===== config.mk =====
export PLATFORM = sky130hd
export DESIGN_NAME = seg_display_scanner_flat
export DESIGN_NICKNAME = d
export VERILOG_FILES = /design/src/rtl/seg_display_scanner_if.sv /design/src/rtl/seg_display_scanner.sv /design/src/flat_wrapper.sv
export SDC_FILE = /design/constraint.sdc
export NUM_CORES = 1
export LEC_CHECK = 0
export ABC_AREA = 1
export CAP_MARGIN = 25
export CORE_MARGIN = 3
export CORE_UTILIZATION = 45
export DETAILED_ROUTE_END_ITERATION = 12
export PLACE_DENSITY = 0.66
export SYNTH_ARGS = -nofsm -noshare
export SYNTH_HDL_FRONTEND = slang
export SYNTH_SLANG_ARGS = --single-unit

===== constraint.sdc =====
create_clock -name clk -period 5.2 [get_ports clk]
set_input_delay 0.78 -clock clk [delete_from_list [all_inputs] [get_ports clk]]
set_output_delay 0.78 -clock clk [all_outputs]
set_load 0.05 [all_outputs]

===== src/rtl/seg_display_scanner_if.sv =====
// Bus between processor-side status signals and the seven-segment scanner.
// Master drives processor values and reads the display; slave is the scanner.
interface seg_display_scanner_if;
  logic [7:0] out_val;
  logic [7:0] a_val;
  logic [3:0] state;
  logic       halt;
  logic       page;
  logic [3:0] an;
  logic [6:0] seg;
  logic       dp;
  logic       frame_tick;

  modport master (
    output out_val, a_val, state, halt, page,
    input  an, seg, dp, frame_tick
  );

  modport slave (
    input  out_val, a_val, state, halt, page,
    output an, seg, dp, frame_tick
  );
endinterface


===== src/rtl/seg_display_scanner.sv =====
// Multiplexed 4-digit common-anode display scanner with per-frame input snapshot.
// Optional halt blink of the value digits is enabled by defining DISP_HALT_BLINK_EN.
module seg_display_scanner #(
  parameter int SCAN_DIV     = 50000,
  parameter int BLINK_FRAMES = 64
) (
  input  logic                 clk,
  input  logic                 reset,
  seg_display_scanner_if.slave bus
);
  localparam int               PRE_W     = (SCAN_DIV > 1) ? $clog2(SCAN_DIV) : 1;
  localparam logic [PRE_W-1:0] PRE_TC    = PRE_W'(SCAN_DIV - 1);
  localparam logic [6:0]       SEG_BLANK = 7'b1111111;
  localparam logic [6:0]       SEG_H     = 7'b0001001;

  typedef struct packed {
    logic [7:0] out_val;
    logic [7:0] a_val;
    logic [3:0] state;
    logic       halt;
    logic       page;
  } snap_t;

  function automatic logic [6:0] hex7(input logic [3:0] n);
    logic [6:0] r;
    r = SEG_BLANK;
    case (n)
      4'h0: r = 7'b1000000;
      4'h1: r = 7'b1111001;
      4'h2: r = 7'b0100100;
      4'h3: r = 7'b0110000;
      4'h4: r = 7'b0011001;
      4'h5: r = 7'b0010010;
      4'h6: r = 7'b0000010;
      4'h7: r = 7'b1111000;
      4'h8: r = 7'b0000000;
      4'h9: r = 7'b0010000;
      4'hA: r = 7'b0001000;
      4'hB: r = 7'b0000011;
      4'hC: r = 7'b1000110;
      4'hD: r = 7'b0100001;
      4'hE: r = 7'b0000110;
      4'hF: r = 7'b0001110;
      default: r = SEG_BLANK;
    endcase
    return r;
  endfunction

  logic [PRE_W-1:0] pre_q, pre_d;
  logic [1:0]       idx_q, idx_d;
  logic             valid_q;
  snap_t            snap_q, snap_d, snap_in;
  logic [3:0]       an_q, an_d;
  logic [6:0]       seg_q, seg_d;
  logic             dp_q, dp_d;
  logic             tick_q;
  logic             tc;
  logic             load;
  logic             blank_val;
  logic [7:0]       val;

  assign snap_in = '{out_val: bus.out_val, a_val: bus.a_val, state: bus.state,
                     halt: bus.halt, page: bus.page};

  // valid_q is low only until the first edge after reset, which forces a load.
  assign tc     = (pre_q == PRE_TC);
  assign load   = !valid_q || (tc && idx_q == 2'd3);
  assign pre_d  = tc ? '0 : pre_q + PRE_W'(1);
  assign idx_d  = tc ? idx_q + 2'd1 : idx_q;
  assign snap_d = load ? snap_in : snap_q;
  assign val    = snap_q.page ? snap_q.a_val : snap_q.out_val;

`ifdef DISP_HALT_BLINK_EN
  localparam int BLK_W = (BLINK_FRAMES > 1) ? $clog2(BLINK_FRAMES) : 1;

  logic [BLK_W-1:0] blink_cnt_q, blink_cnt_d;
  logic             blink_ph_q, blink_ph_d;

  // Counting restarts whenever a halt snapshot follows a non-halt one.
  always_comb begin
    blink_cnt_d = blink_cnt_q;
    blink_ph_d  = blink_ph_q;
    if (load) begin
      if (!snap_in.halt || !snap_q.halt) begin
        blink_cnt_d = '0;
        blink_ph_d  = 1'b0;
      end else if (blink_cnt_q == BLK_W'(BLINK_FRAMES - 1)) begin
        blink_cnt_d = '0;
        blink_ph_d  = ~blink_ph_q;
      end else begin
        blink_cnt_d = blink_cnt_q + BLK_W'(1);
      end
    end
  end

  always_ff @(posedge clk) begin
    if (reset) begin
      blink_cnt_q <= '0;
      blink_ph_q  <= 1'b0;
    end else begin
      blink_cnt_q <= blink_cnt_d;
      blink_ph_q  <= blink_ph_d;
    end
  end

  assign blank_val = blink_ph_q;
`else
  assign blank_val = 1'b0;
`endif

  always_comb begin
    seg_d = SEG_BLANK;
    if (valid_q) begin
      case (idx_q)
        2'd0:    seg_d = blank_val ? SEG_BLANK : hex7(val[3:0]);
        2'd1:    seg_d = blank_val ? SEG_BLANK : hex7(val[7:4]);
        2'd2:    seg_d = snap_q.halt ? SEG_H : SEG_BLANK;
        default: seg_d = hex7(snap_q.state);
      endcase
    end
  end

  // The last prescaler cycle of each slot stays dark to avoid ghosting.
  assign an_d = (!valid_q || tc) ? 4'b1111 : ~(4'b0001 << idx_q);
  assign dp_d = !(valid_q && idx_q == 2'd0 && snap_q.page);

  always_ff @(posedge clk) begin
    if (reset) begin
      pre_q   <= '0;
      idx_q   <= '0;
      valid_q <= 1'b0;
      snap_q  <= '0;
      an_q    <= 4'b1111;
      seg_q   <= SEG_BLANK;
      dp_q    <= 1'b1;
      tick_q  <= 1'b0;
    end else begin
      pre_q   <= pre_d;
      idx_q   <= idx_d;
      valid_q <= 1'b1;
      snap_q  <= snap_d;
      an_q    <= an_d;
      seg_q   <= seg_d;
      dp_q    <= dp_d;
      tick_q  <= load;
    end
  end

  assign bus.an         = an_q;
  assign bus.seg        = seg_q;
  assign bus.dp         = dp_q;
  assign bus.frame_tick = tick_q;
endmodule


===== src/flat_wrapper.sv =====
// flat-port wrapper written by rule: the top's interface ports become plain ports
module seg_display_scanner_flat 
#(
  parameter int SCAN_DIV     = 50000,
  parameter int BLINK_FRAMES = 64
)
  (clk, reset, bus_out_val, bus_a_val, bus_state, bus_halt, bus_page, bus_an, bus_seg, bus_dp, bus_frame_tick);
  seg_display_scanner_if bus_i ();
  input  logic clk;
  input  logic reset;
  input wire logic [$bits(bus_i.out_val)-1:0] bus_out_val;
  input wire logic [$bits(bus_i.a_val)-1:0] bus_a_val;
  input wire logic [$bits(bus_i.state)-1:0] bus_state;
  input wire logic [$bits(bus_i.halt)-1:0] bus_halt;
  input wire logic [$bits(bus_i.page)-1:0] bus_page;
  output wire logic [$bits(bus_i.an)-1:0] bus_an;
  output wire logic [$bits(bus_i.seg)-1:0] bus_seg;
  output wire logic [$bits(bus_i.dp)-1:0] bus_dp;
  output wire logic [$bits(bus_i.frame_tick)-1:0] bus_frame_tick;
  assign bus_i.out_val = bus_out_val;
  assign bus_i.a_val = bus_a_val;
  assign bus_i.state = bus_state;
  assign bus_i.halt = bus_halt;
  assign bus_i.page = bus_page;
  assign bus_an = bus_i.an;
  assign bus_seg = bus_i.seg;
  assign bus_dp = bus_i.dp;
  assign bus_frame_tick = bus_i.frame_tick;
  seg_display_scanner #(.SCAN_DIV(SCAN_DIV), .BLINK_FRAMES(BLINK_FRAMES)) u_core (.clk(clk), .reset(reset), .bus(bus_i));
endmodule

# [Yosys cells after proc, flatten, opt, wreduce, memory -nomap -nowiden]
# Memory sizes are Yosys's and may differ from the RTL's. A register that Yosys moved wholly into a read port is not among the register bits.
# Cells that the tools add are included.
[word_totals] register_bits=54 rom_bits=336 word_cells=41 memories=3 output_inout_bits=13 inputBits=24
[memory_table] name="(name not given)" depth=16 width=7 rd=1 rd_ports_with_merged_regs=0 write_ports=0 line_no="seg_display_scanner.sv:27" text="case (n)"
[memory_table] name="(name not given)" depth=16 width=7 rd=1 rd_ports_with_merged_regs=0 write_ports=0 line_no="seg_display_scanner.sv:27"
[memory_table] name="(name not given)" depth=16 width=7 rd=1 rd_ports_with_merged_regs=1 write_ports=0 line_no="seg_display_scanner.sv:27"
[classes] addsub=2 reduce_logical=11 n_eq_ne=4 muxes=6 bitwise=2 shift=1
[op_table] op="$pmux W7 S3" count=1
[op_table] op="$add A16 B1 Y16 const B" count=1
[op_table] op="$eq A16 B16 Y1 const B" count=1
[op_table] op="$mux W4" count=2
[op_table] op="$mux W8" count=1
[op_table] op="$mux W7" count=1
[op_table] op="$reduce_or A2 Y1" count=3
[op_table] op="$eq A2 B2 Y1 const B" count=2
[op_table] op="$not A4 Y4" count=1
[op_table] op="$shl A1 B2 Y4 const A" count=1
[op_table] op="$logic_and A1 B1 Y1" count=3
[op_table] op="$add A2 B1 Y2 const B" count=1
[op_table] op="$eq A2 B1 Y1 const B" count=1
[op_table] op="$logic_not A1 Y1" count=2
[op_table] op="$logic_not A2 Y1" count=1
[op_table] op="$logic_or A1 B1 Y1" count=2
[op_table] op="$mux W1" count=1
[op_table] op="$not A1 Y1" count=1

# [Depth between registers and ports, before layout]
# Gate-level depths: netlist (run 1).
[logic_depth] ltp_word=5 mapped_depth=14 depth_no_buf=14

# [Worst setup path after synthesis (run 1)]
# No wires, ideal clock.
[synth_timing] kind="register to register" startpoint="register u_core.snap_q[0] (netlist name)" endpoint="register u_core.seg_q[0], in the netlist u_core.bus.seg[0]" n_path_buf=2 t_arrival_ns=1.929 t_required_ns=5.063 setup_time_ns=0.137 synth_period_minus_slack_ns=2.066 stages_incl_launch_ff=12 slack_ns=3.134 cell_sequence="dfxtp_1 buf_6 buf_2 o21ai_0 inv_1 ha_1 a21oi_1 o21ai_0 nand3_1 nand3_1 nand2_1 nand3_1"
[synth_via] elab_chain_len=3
[synth_rtl] element="start, declared" line_no="seg_display_scanner.sv:52" text="snap_t snap_q, snap_d, snap_in;"
[synth_rtl] element="start signal, assigned" line_no="seg_display_scanner.sv:141" text="snap_q <= snap_d;"
[synth_rtl] element="$mux W8 *" line_no="seg_display_scanner.sv:71" text="assign val = snap_q.page ? snap_q.a_val : snap_q.out_val;"
[synth_rtl] element="$mem_v2 Z16 W7"
[synth_rtl] element="$pmux W7 S3 *" line_no="seg_display_scanner.sv:114" text="case (idx_q)"
[synth_rtl] element="end signal, assigned" line_no="seg_display_scanner.sv:143" text="seg_q <= seg_d;"
[synth_rtl] element="end, declared" line_no="seg_display_scanner.sv:54" text="logic [6:0] seg_q, seg_d;"
# Every way passes the cells marked *; elsewhere a longest branch is shown, timed or not.
# A chain may end at the register's enable or synchronous reset.

==> results_tabular.tex, run 1 <==
\begin{tabular}{lr}
\hline
Metric & Value \\
\hline
\multicolumn{2}{l}{\textbf{Run status}} \\
Outcome & complete, no violations \\
\multicolumn{2}{l}{\textbf{Clocking}} \\
Hold Buf Count CTS & 0 \\
TritonCTS Sinks & 61 \\
Cell at the root of the clock tree & clkbuf\_8 \\
Insertion delay to the later sink of the worst-skew pair & 0.33 ns \\
Register clock-pin slew on the reported worst setup and hold paths & 0.07 ns \\
CTS tree & built \\
Number of H-tree levels & 3 \\
Total CTS buffers & 9 \\
Number of gates resized after CTS & 0 \\
Maximum number of buffers from clock root to sink & 2 \\
Post CTS Setup Buffer Count & 0 \\
\multicolumn{2}{l}{\textbf{Timing}} \\
Final hold violations & 0 \\
Max transition margin & between 30\% and 40\% \\
Post-route minimum period & just under 3 ns \\
Fmax & around 340 MHz \\
Number of max-slew violations in the final report & 0 \\
Tightest Pin Transition & between 0.9 and 1 ns \\
Setup repair after global routing missed its margin & no \\
Total negative setup slack & 0 ns \\
Clock tree skew after final layout & approximately 0.0086 ns \\
Fraction of the cycle the final worst path needs & between 50\% and 60\% \\
Final Setup Violations & 0 \\
\multicolumn{2}{l}{\textbf{Synth}} \\
Count of distinct cell types in the synthesized netlist & 36 \\
Post-synthesis cell type with the largest combined area & dfxtp\_1 \\
Top cells by area, synth & dfxtp\_1 (36\%), nand2\_1 (10\%), ha\_1 (9.6\%) \\
Fraction of synthesized cell area in xor and xnor cells & 0.5183\% \\
Simple-gate portion of the synthesized area & between 30\% and 40\% \\
Post-synth net total & 509 \\
Share of the synthesized area in the top cell type & 36.13\% \\
Syn\_area\_per\_cell & approximately 7.4 µm² \\
Synth Cell Area & 3379 µm² \\
Fraction of synthesized area in multiplexers & 0\% \\
Warnings, synthesis & 0 \\
Largest family of logic cells by synthesized area & simple AND/OR/NAND/NOR gates \\
Share of the synthesized area in compound gates (AO/OA/AOI/OAI) & between 10\% and 20\% \\
Sequential share of the synthesized area & between 30 and 40\% \\
Post-synthesis share of cell area spent on full adders, half adders and majority gates & around a tenth \\
Cell count after synthesis & between 400 and 500 \\
Seq cells post-synth & between 60 and 70 \\
\multicolumn{2}{l}{\textbf{Pwr}} \\
P per Cell Area & roughly 300 nW/µm² \\
Proportion of power drawn by the clock network & 41.8\% \\
Internal power of the cells & roughly 890 µW \\
Worst voltage drop across the vdd grid & between 0.00015 and 0.0002 V \\
Leakage Power & between 0.0015 and 0.002 µW \\
Flop pwr share & between 40\% and 50\% \\
Net switching share of the total power & about 27\% \\
Portion of total power attributed to combinational logic & around 17\% \\
Net load switching power & 328.5 µW \\
\multicolumn{2}{l}{\textbf{Cells and area}} \\
Layout overhead on the synthesized area & 18.66\% \\
Commonest cells after routing, fill and taps aside & nand2\_1 (93), dfxtp\_1 (61), inv\_1 (50), nor2\_1 (47), nand3\_1 (40) \\
Leading cell type in the layout, fill and taps excluded & nand2\_1 \\
Final instance area & between 4000 and 5000 µm² \\
Layout filler cell count & 668 \\
Share of cells above drive strength 1 & around 11\% \\
Layout net count & roughly 540 \\
Diode insertion count for antenna repair & 0 \\
\multicolumn{2}{l}{\textbf{Setup path}} \\
Classification of the worst setup path & in2reg \\
Data arrival time of the worst path & 3.21 ns \\
Type of element capturing the critical path & flip-flop \\
Maximum net fanout on the critical path & 31 \\
Worst endpoint required time & about 5.4 ns \\
Startpoint type of the worst setup path & input pin \\
\multicolumn{2}{l}{\textbf{Routing}} \\
Met2 WL & between 3000 and 4000 µm \\
Remaining number of nets flagged by the antenna check after routing & 0 \\
Routed len/inst & between 10 and 15 µm \\
Final wirelength & slightly above 7000 µm \\
Uppermost signal routing layer after detailed routing & met4 \\
Remaining DRCs & 0 \\
Met1 Routed Length & just under 4000 µm \\
Starting DRT DRC Count & 119 \\
Total met3 wirelength after detailed routing & 287 µm \\
Vias per std cell & a little under 5 \\
First drt pass iteration count & 4 \\
Via count of the routed design & 2,947 \\
\multicolumn{2}{l}{\textbf{Die}} \\
Floorplan row count & 30 \\
DIE HEIGHT & 92.66 µm \\
Total Die Area & about 8600 µm² \\
Core Footprint & around 7000 µm² \\
Initial core utilization & 48.15\% \\
Die extent in x & around 90 µm \\
Boundary Pins & 37 \\
\multicolumn{2}{l}{\textbf{Placed design}} \\
Port buffer count & 36 \\
Instance area after placement & roughly 3800 µm² \\
HPWL reported at the end of detailed placement & about 5400 µm \\
GP Congestion & slightly above 0.8 \\
\multicolumn{2}{l}{\textbf{Flow run}} \\
Reported max-cap violation count & 0 \\
\multicolumn{2}{l}{\textbf{Global routing}} \\
Total global routing track utilization & between 10\% and 20\% \\
Global-route wire length before repair & about 12,000 µm \\
Initial antenna violation count & 0 \\
Maximum number of pins on one net before global-route repair & 32 \\
Residual overflow from global routing & 0 \\
Number of global-route vias before repair & approximately 2,600 \\
\multicolumn{2}{l}{\textbf{Worst hold path}} \\
Path type of the worst min-delay path & reg2reg \\
\hline
\end{tabular}
## cells in the mapped netlist, drive strengths merged
master  instances
a21oi          27
a31oi           1
buf             9
clkbuf          3
dfxtp          61
ha             26
inv            57
nand2         101
nand3          45
nand3b          1
nand4           9
nor2           58
nor3            6
nor4            2
o211ai          4
o21a            3
o21ai          41
o31ai           1
or2             2
xnor2           2
## power by group through the flow
stage | Clock, µW | Combinational, µW | Sequential (µW)
2_1_floorplan | 0 | 128 | 533
3_3_place_gp | 0 | 197 | 517
3_5_place_dp | 0 | 199 | 518
4_1_cts | 519 | 200 | 507
5_1_grt | 539 | 226 | 510
6_report | 508 | 201 | 507
## cell type report
type | instances | area (µm²) | area share, %
multi-input combinational | 329 | 1851 | 46.15
sequential | 61 | 1221 | 30.45
timing repair buffer | 36 | 360.3 | 8.986
inverter | 57 | 219.0 | 5.460
clock buffer | 10 | 127.6 | 3.183
tap | 96 | 120.1 | 2.995
clock inverter | 6 | 111.4 | 2.777
## stage by stage
step	utilization [%]	total power [µW]	hold slack, ns	std cells	setup slack, ns
after detailed placement	53.73	716.9	0.4375	579	1.918
after global placement	53.73	713.6	0.4333	579	1.989
final	57.13	1216	0.4536	595	2.220
after CTS	57.13	1226	0.4550	595	2.275
after floorplan	-	660.1	0.4151	459	3.134
after global routing	57.13	1274	0.4853	595	1.919
## per-layer routing
metal | GRT usage (%) | vias up
li1 | - | 1558
met1 | 26.07 | 1326
met4 | 7.082 | 0
met3 | 3.412 | 8
met2 | 24.71 | 55
met5 | 0 | -
## critical path, cell delays in order
cell	delay, ns
clkdlybuf4s50_1	0.50
inv_1	0.71
nand3_1	0.39
inv_1	0.22
ha_1	0.25
inv_1	0.07
nand4_1	0.10
nand3_1	0.13
nand2_1	0.05
## path summary, 6_finish.rpt
check        cells past startpoint        startpoint                end  slack (ns)
max                              9             reset          flip-flop        2.22
min                              2         flip-flop  u_core.bus.seg[2]        0.45
max reg2reg                      9  u_core.snap_q[0]  u_core.bus.seg[0]        2.68
min reg2reg                      2         flip-flop  u_core.bus.seg[2]        0.45
## cell families after synthesis
family | Yosys count
adder cells (fa/ha/maj) | 26
AO/OA/AOI/OAI | 77
AND/OR/NAND/NOR | 224
buffers and inverters | 69
XOR/XNOR | 2
flip-flops | 61
(Power assumes the default switching activity.)
==> run 2: changes to the inputs <==
Clock period 5.2 ns to 3 ns, I/O delays scaled along.
==> results_tabular.tex, run 2 (synthesis gave the netlist of run 1 again) <==
\begin{tabular}{lr}
\hline
Metric & Value \\
\hline
\multicolumn{2}{l}{\textbf{Setup path}} \\
WP buf/inv & 1 \\
Total number of cells along the worst setup path & 9 \\
Kind of cell adding the most delay to the critical path & compound AO/OA/AOI/OAI gates \\
Reg2Reg Depth & 9 \\
Type of element capturing the critical path & flip-flop \\
Classification of the worst setup path & reg2reg \\
RR Endpoint & u\_core.bus.seg[5] \\
CP endpoint & u\_core.bus.seg[5] \\
Source of the critical timing path & u\_core.snap\_q[0] \\
Slowest CP cell & o21ai\_0 \\
Worst flop-to-flop path startpoint & u\_core.snap\_q[0] \\
Data arrival time of the worst path & between 2 and 3 ns \\
Largest stage delay on the critical path & roughly 0.66 ns \\
Maximum net fanout on the critical path & 20 \\
Worst setup slack for register-to-register paths & around 0.65 ns \\
Most prevalent standard cell on the critical path & o21ai\_1 \\
Worst endpoint required time & roughly 3.2 ns \\
Startpoint type of the worst setup path & flip-flop \\
Cell breakdown of the critical path & o21ai\_0 -> inv\_1 -> ha\_1 -> a21oi\_1 -> o21ai\_1 -> nand2\_1 -> nor2\_1 -> o21ai\_1 -> nand3\_1 \\
\multicolumn{2}{l}{\textbf{Die}} \\
Total Die Area & around 8600 µm² \\
Initial core utilization & 48.15\% \\
Floorplan row count & 30 \\
Boundary Pins & 37 \\
Core Footprint & $\sim$7000 µm² \\
Die extent in x & about 93 µm \\
DIE HEIGHT & 92.66 µm \\
\multicolumn{2}{l}{\textbf{Timing}} \\
Clock tree skew after final layout & approximately 0.010 ns \\
Tightest Pin Transition & 0.6891 ns \\
Fmax & roughly 430 MHz \\
Crit path setup slack, layout & between 0.6 and 0.7 ns \\
Fraction of the cycle the final worst path needs & just under 80\% \\
Setup repair after global routing missed its margin & no \\
Total negative setup slack & 0 ns \\
Post-route minimum period & approximately 2.4 ns \\
Number of max-slew violations in the final report & 0 \\
Final hold violations & 0 \\
Final Setup Violations & 0 \\
Max transition margin & a little over half \\
\multicolumn{2}{l}{\textbf{Routing}} \\
Remaining DRCs & 0 \\
Remaining number of nets flagged by the antenna check after routing & 0 \\
Final wirelength & 7275 µm \\
Routed len/inst & 12.23 µm \\
Starting DRT DRC Count & around 140 \\
Vias per std cell & around 4.9 \\
First drt pass iteration count & 5 \\
Via count of the routed design & between 2,000 and 3,000 \\
\multicolumn{2}{l}{\textbf{Clocking}} \\
Cell at the root of the clock tree & clkbuf\_8 \\
Total CTS buffers & 9 \\
CTS tree & built \\
TritonCTS Sinks & 61 \\
Register clock-pin slew on the reported worst setup and hold paths & 0.07 ns \\
Insertion delay to the later sink of the worst-skew pair & $\sim$0.33 ns \\
Number of H-tree levels & 3 \\
Number of gates resized after CTS & 0 \\
Maximum number of buffers from clock root to sink & 2 \\
Post CTS Setup Buffer Count & 0 \\
Hold Buf Count CTS & 0 \\
\multicolumn{2}{l}{\textbf{Placed design}} \\
Port buffer count & 36 \\
HPWL reported at the end of detailed placement & between 5000 and 6000 µm \\
GP Congestion & 0.8545 \\
Pre-CTS worst setup slack & between 0.6 and 0.7 ns \\
\multicolumn{2}{l}{\textbf{Cells and area}} \\
Share of cells above drive strength 1 & 11.02\% \\
Leading cell type in the layout, fill and taps excluded & nand2\_1 \\
Layout net count & around 550 \\
Diode insertion count for antenna repair & 0 \\
End-of-flow core utilization & 56.20\% \\
Layout overhead on the synthesized area & 16.73\% \\
Commonest cells after routing, fill and taps aside & nand2\_1 (93), dfxtp\_1 (61), inv\_1 (50), nor2\_1 (47), nand3\_1 (40) \\
\multicolumn{2}{l}{\textbf{Worst hold path}} \\
Path type of the worst min-delay path & reg2reg \\
\multicolumn{2}{l}{\textbf{Run status}} \\
Outcome & complete, no violations \\
\multicolumn{2}{l}{\textbf{Pwr}} \\
Leakage Power & around 0.0017 µW \\
P per Cell Area & between 400 and 500 nW/µm² \\
Worst voltage drop across the vdd grid & between 0.0002 and 0.0003 V \\
\multicolumn{2}{l}{\textbf{Flow run}} \\
Reported max-cap violation count & 0 \\
\multicolumn{2}{l}{\textbf{Global routing}} \\
Initial antenna violation count & 0 \\
Total global routing track utilization & 18.06\% \\
Maximum number of pins on one net before global-route repair & 30 \\
Number of global-route vias before repair & $\sim$2,600 \\
Global-route wire length before repair & 12,340 µm \\
Residual overflow from global routing & 0 \\
\hline
\end{tabular}
run 2: cell types whose count changed in the layout (fill, tap and decap cells not counted):
| cell | before | now |
|---|---|---|
| buf_4 | 0 | 1 |
| bufinv_16 | 3 | 0 |
| clkbuf_8 | 9 | 10 |
| clkinv_2 | 1 | 2 |
| clkinv_4 | 1 | 0 |
| clkinvlp_4 | 1 | 2 |
run 2: report_power, final:
group          total, µW  switching [µW]  internal (µW)  leakage, µW
registers            879            24.0            856     0.000503
logic                349             217            132      0.00115
clock network        621             307            315    0.0000812
total               1850             548           1300      0.00173
run 2: per-layer routing:
layer	vias to the layer above	global-route usage, %	wire length (µm)
met5	-	0	0
met4	0	6.227	85
met3	9	3.331	403
met2	90	25.68	2958
met1	1278	27.12	3828
li1	1557	-	-
run 2: how the worst min path moves through the flow:
stage / startpoint / to / cells past startpoint
4_1_cts: u_core.snap_q[10] / u_core.snap_q[10] / 2
2_1_floorplan: flip-flop / u_core.bus.seg[2] / 2
5_1_grt: u_core.snap_q[6] / u_core.snap_q[6] / 2
3_3_place_gp: u_core.snap_q[10] / u_core.snap_q[10] / 2
3_5_place_dp: u_core.snap_q[10] / u_core.snap_q[10] / 2
6_report: u_core.snap_q[10] / u_core.snap_q[10] / 2
run 2: cell type report:
type	instances	area, µm²
sequential	61	1221
inverter	57	219.0
timing repair buffer	37	367.9
clock buffer	11	141.4
multi-input combinational	329	1851
tap	96	120.1
fill	696	3074
clock inverter	4	25.02
run 2: worst register-to-register path, stage by stage, from the launching register on:
cell     delay (ns)
dfxtp_1        0.52
o21ai_0        0.66
inv_1          0.19
ha_1           0.26
a21oi_1        0.17
o21ai_1        0.09
nand2_1        0.08
nor2_1         0.04
o21ai_1        0.12
nand3_1        0.08
run 2: per-stage QoR:
step	hold slack, ns	cells	total power, µW	area, µm²
floorplan	0.4151	459	1144	3379
detailed placement	0.4485	580	1245	3779
finish	0.4559	595	1850	3945
global route	0.4853	595	1952	3945
global placement	0.4420	580	1244	3779
CTS	0.4582	595	1867	3945
==> run 3: changes to the inputs <==
Settings changed: PLACE_DENSITY 0.66 to 0.69.
Clock period 3 ns to 2.1 ns, I/O delays scaled along.
==> results_tabular.tex, run 3 (synthesis gave the netlist of run 1 again) <==
\begin{tabular}{lr}
\hline
Metric & Value \\
\hline
\multicolumn{2}{l}{\textbf{Timing}} \\
Final hold violations & 0 \\
Post-route minimum period & about 2.0 ns \\
Final Setup Violations & 0 \\
Tightest Pin Transition & approximately 0.54 ns \\
Clock tree skew after final layout & $\sim$0.0075 ns \\
Number of max-slew violations in the final report & 0 \\
Setup repair after global routing missed its margin & no \\
Fmax & about 500 MHz \\
Max transition margin & about 64\% \\
Fraction of the cycle the final worst path needs & 94.32\% \\
Total negative setup slack & 0 ns \\
Hold\_ws & $\sim$0.45 ns \\
Crit path setup slack, layout & between 0.1 and 0.15 ns \\
\multicolumn{2}{l}{\textbf{Setup path}} \\
Worst endpoint required time & 2.33 ns \\
Data arrival time of the worst path & 2.21 ns \\
Classification of the worst setup path & reg2reg \\
Startpoint type of the worst setup path & flip-flop \\
Largest stage delay on the critical path & approximately 0.34 ns \\
Worst setup slack for register-to-register paths & between 0.1 and 0.15 ns \\
Slowest CP cell & dfxtp\_1 \\
Worst flop-to-flop path startpoint & u\_core.pre\_q[0] \\
Type of element capturing the critical path & flip-flop \\
Maximum net fanout on the critical path & 5 \\
Reg2Reg Depth & 13 \\
Cell breakdown of the critical path & ha\_2 -> nand3\_4 -> nor2\_4 -> nand3\_4 -> nand2\_8 -> nand2\_1 -> nand3\_1 -> inv\_1 -> ha\_1 -> inv\_1 -> nand4\_1 -> nand3\_1 -> nand2\_1 \\
\multicolumn{2}{l}{\textbf{Clocking}} \\
Register clock-pin slew on the reported worst setup and hold paths & about 0.07 ns \\
Hold Buf Count CTS & 0 \\
CTS tree & built \\
TritonCTS Sinks & just over 60 \\
Maximum number of buffers from clock root to sink & 2 \\
Cell at the root of the clock tree & clkbuf\_8 \\
Insertion delay to the later sink of the worst-skew pair & 0.34 ns \\
Total CTS buffers & 9 \\
Number of H-tree levels & 3 \\
\multicolumn{2}{l}{\textbf{Placed design}} \\
Pre-CTS worst setup slack & -0.005891 ns \\
GP Congestion & 0.8735 \\
Port buffer count & 36 \\
HPWL reported at the end of detailed placement & 5508 µm \\
\multicolumn{2}{l}{\textbf{Routing}} \\
Via count of the routed design & a little over 3,000 \\
First drt pass iteration count & 4 \\
Remaining DRCs & 0 \\
Vias per std cell & between 4 and 5 \\
Final wirelength & around 7400 µm \\
Routed len/inst & 12.13 µm \\
Remaining number of nets flagged by the antenna check after routing & 0 \\
Starting DRT DRC Count & 199 \\
\multicolumn{2}{l}{\textbf{Worst hold path}} \\
Worst hold path depth & 2 \\
Hold EP & u\_core.snap\_q[11] \\
Startpoint of the worst hold path & u\_core.snap\_q[11] \\
Path type of the worst min-delay path & reg2reg \\
\multicolumn{2}{l}{\textbf{Cells and area}} \\
Layout filler cell count & 665 \\
Diode insertion count for antenna repair & 0 \\
Layout net count & 556 \\
Commonest cells after routing, fill and taps aside & nand2\_1 (93), dfxtp\_1 (60), inv\_1 (50), nor2\_1 (47), nand3\_1 (39) \\
Leading cell type in the layout, fill and taps excluded & nand2\_1 \\
End-of-flow core utilization & approximately 58\% \\
Layout overhead on the synthesized area & 20.84\% \\
Share of cells above drive strength 1 & 13.50\% \\
\multicolumn{2}{l}{\textbf{Pwr}} \\
P per Cell Area & 696.9 nW/µm² \\
Worst voltage drop across the vdd grid & between 0.0004 and 0.0005 V \\
Leakage Power & $\sim$0.0018 µW \\
\multicolumn{2}{l}{\textbf{Die}} \\
Die extent in x & approximately 93 µm \\
Core Footprint & roughly 7000 µm² \\
Floorplan row count & 30 \\
Total Die Area & around 8600 µm² \\
Initial core utilization & about half \\
Boundary Pins & 37 \\
DIE HEIGHT & slightly above 90 µm \\
\multicolumn{2}{l}{\textbf{Flow run}} \\
Reported max-cap violation count & 0 \\
\multicolumn{2}{l}{\textbf{Global routing}} \\
Number of global-route vias before repair & around 2,700 \\
Total global routing track utilization & 17.71\% \\
Global-route wire length before repair & between 10,000 and 15,000 µm \\
Residual overflow from global routing & 0 \\
Initial antenna violation count & 0 \\
Maximum number of pins on one net before global-route repair & 30 \\
\multicolumn{2}{l}{\textbf{Run status}} \\
Outcome & complete, no violations \\
\hline
\end{tabular}
-- run 3: changes by cell type in the layout (fill, tap and decap cells not counted), moves of 2 or more --
cell        change
clkinv_4        +2
clkinvlp_4      -2
clkinv_2        -2
buf_4          +11
-- run 3: area by class of cell --
| type | count | area, µm² | share of cell area (%) |
|---|---|---|---|
| Multi-Input combinational cell | 329 | 1871 | 45.80 |
| Sequential cell | 61 | 1222 | 29.93 |
| Timing Repair Buffer | 48 | 450.4 | 11.03 |
| Inverter | 57 | 219.0 | 5.362 |
| Clock buffer | 12 | 145.1 | 3.554 |
| Tap cell | 96 | 120.1 | 2.941 |
| Clock inverter | 4 | 56.30 | 1.379 |
-- run 3: per-stage QoR --
step | std cells | instance area [µm²] | power, µW
5_1_grt | 607 | 4084 | 2987
6_report | 607 | 4084 | 2846
2_1_floorplan | 459 | 3379 | 1634
4_1_cts | 606 | 4060 | 2867
3_5_place_dp | 590 | 3854 | 1794
3_3_place_gp | 590 | 3854 | 1784
-- run 3: metal layers --
metal	vias up	wire, µm	global-route usage, %
li1	1582	-	-
met1	1365	3703	24.70
met2	63	3217	26.59
met3	11	304	3.412
met4	0	136	7.570
met5	-	0	0
-- run 3: worst max path at each step --
stage	depth (start not counted)	slack (ns)	end	start
final	13	0.12	flip-flop	u_core.pre_q[0]
after global routing	14	0.007	flip-flop	u_core.pre_q[15]
after CTS	13	0.03	flip-flop	u_core.pre_q[1]
after detailed placement	11	-0.006	flip-flop	u_core.pre_q[1]
after global placement	11	0.16	flip-flop	u_core.pre_q[1]
after floorplan	11	0.03	u_core.bus.seg[0]	u_core.snap_q[0]
-- run 3: repair_timing --
item | in CTS | in global routing
buffers inserted | 0 | 1
pin swaps | 0 | 2
setup endpoints to repair | 3 | 5
gates resized for setup | 1 | 4
-- run 3: power by group --
part	total (µW)	switching (µW)	internal, µW	leakage (µW)
clock	1070	482	590	0.000101
sequential	1250	28.0	1220	0.000503
combinational	525	322	203	0.00120
-- run 3: critical path, delay by kind of cell (launching register included) --
family                     cells  cell delay [ns]
adders and majority gates      2             0.52
DFF                            1             0.34
and+or+nand+nor                9             0.84
buffers and inverters          2             0.17
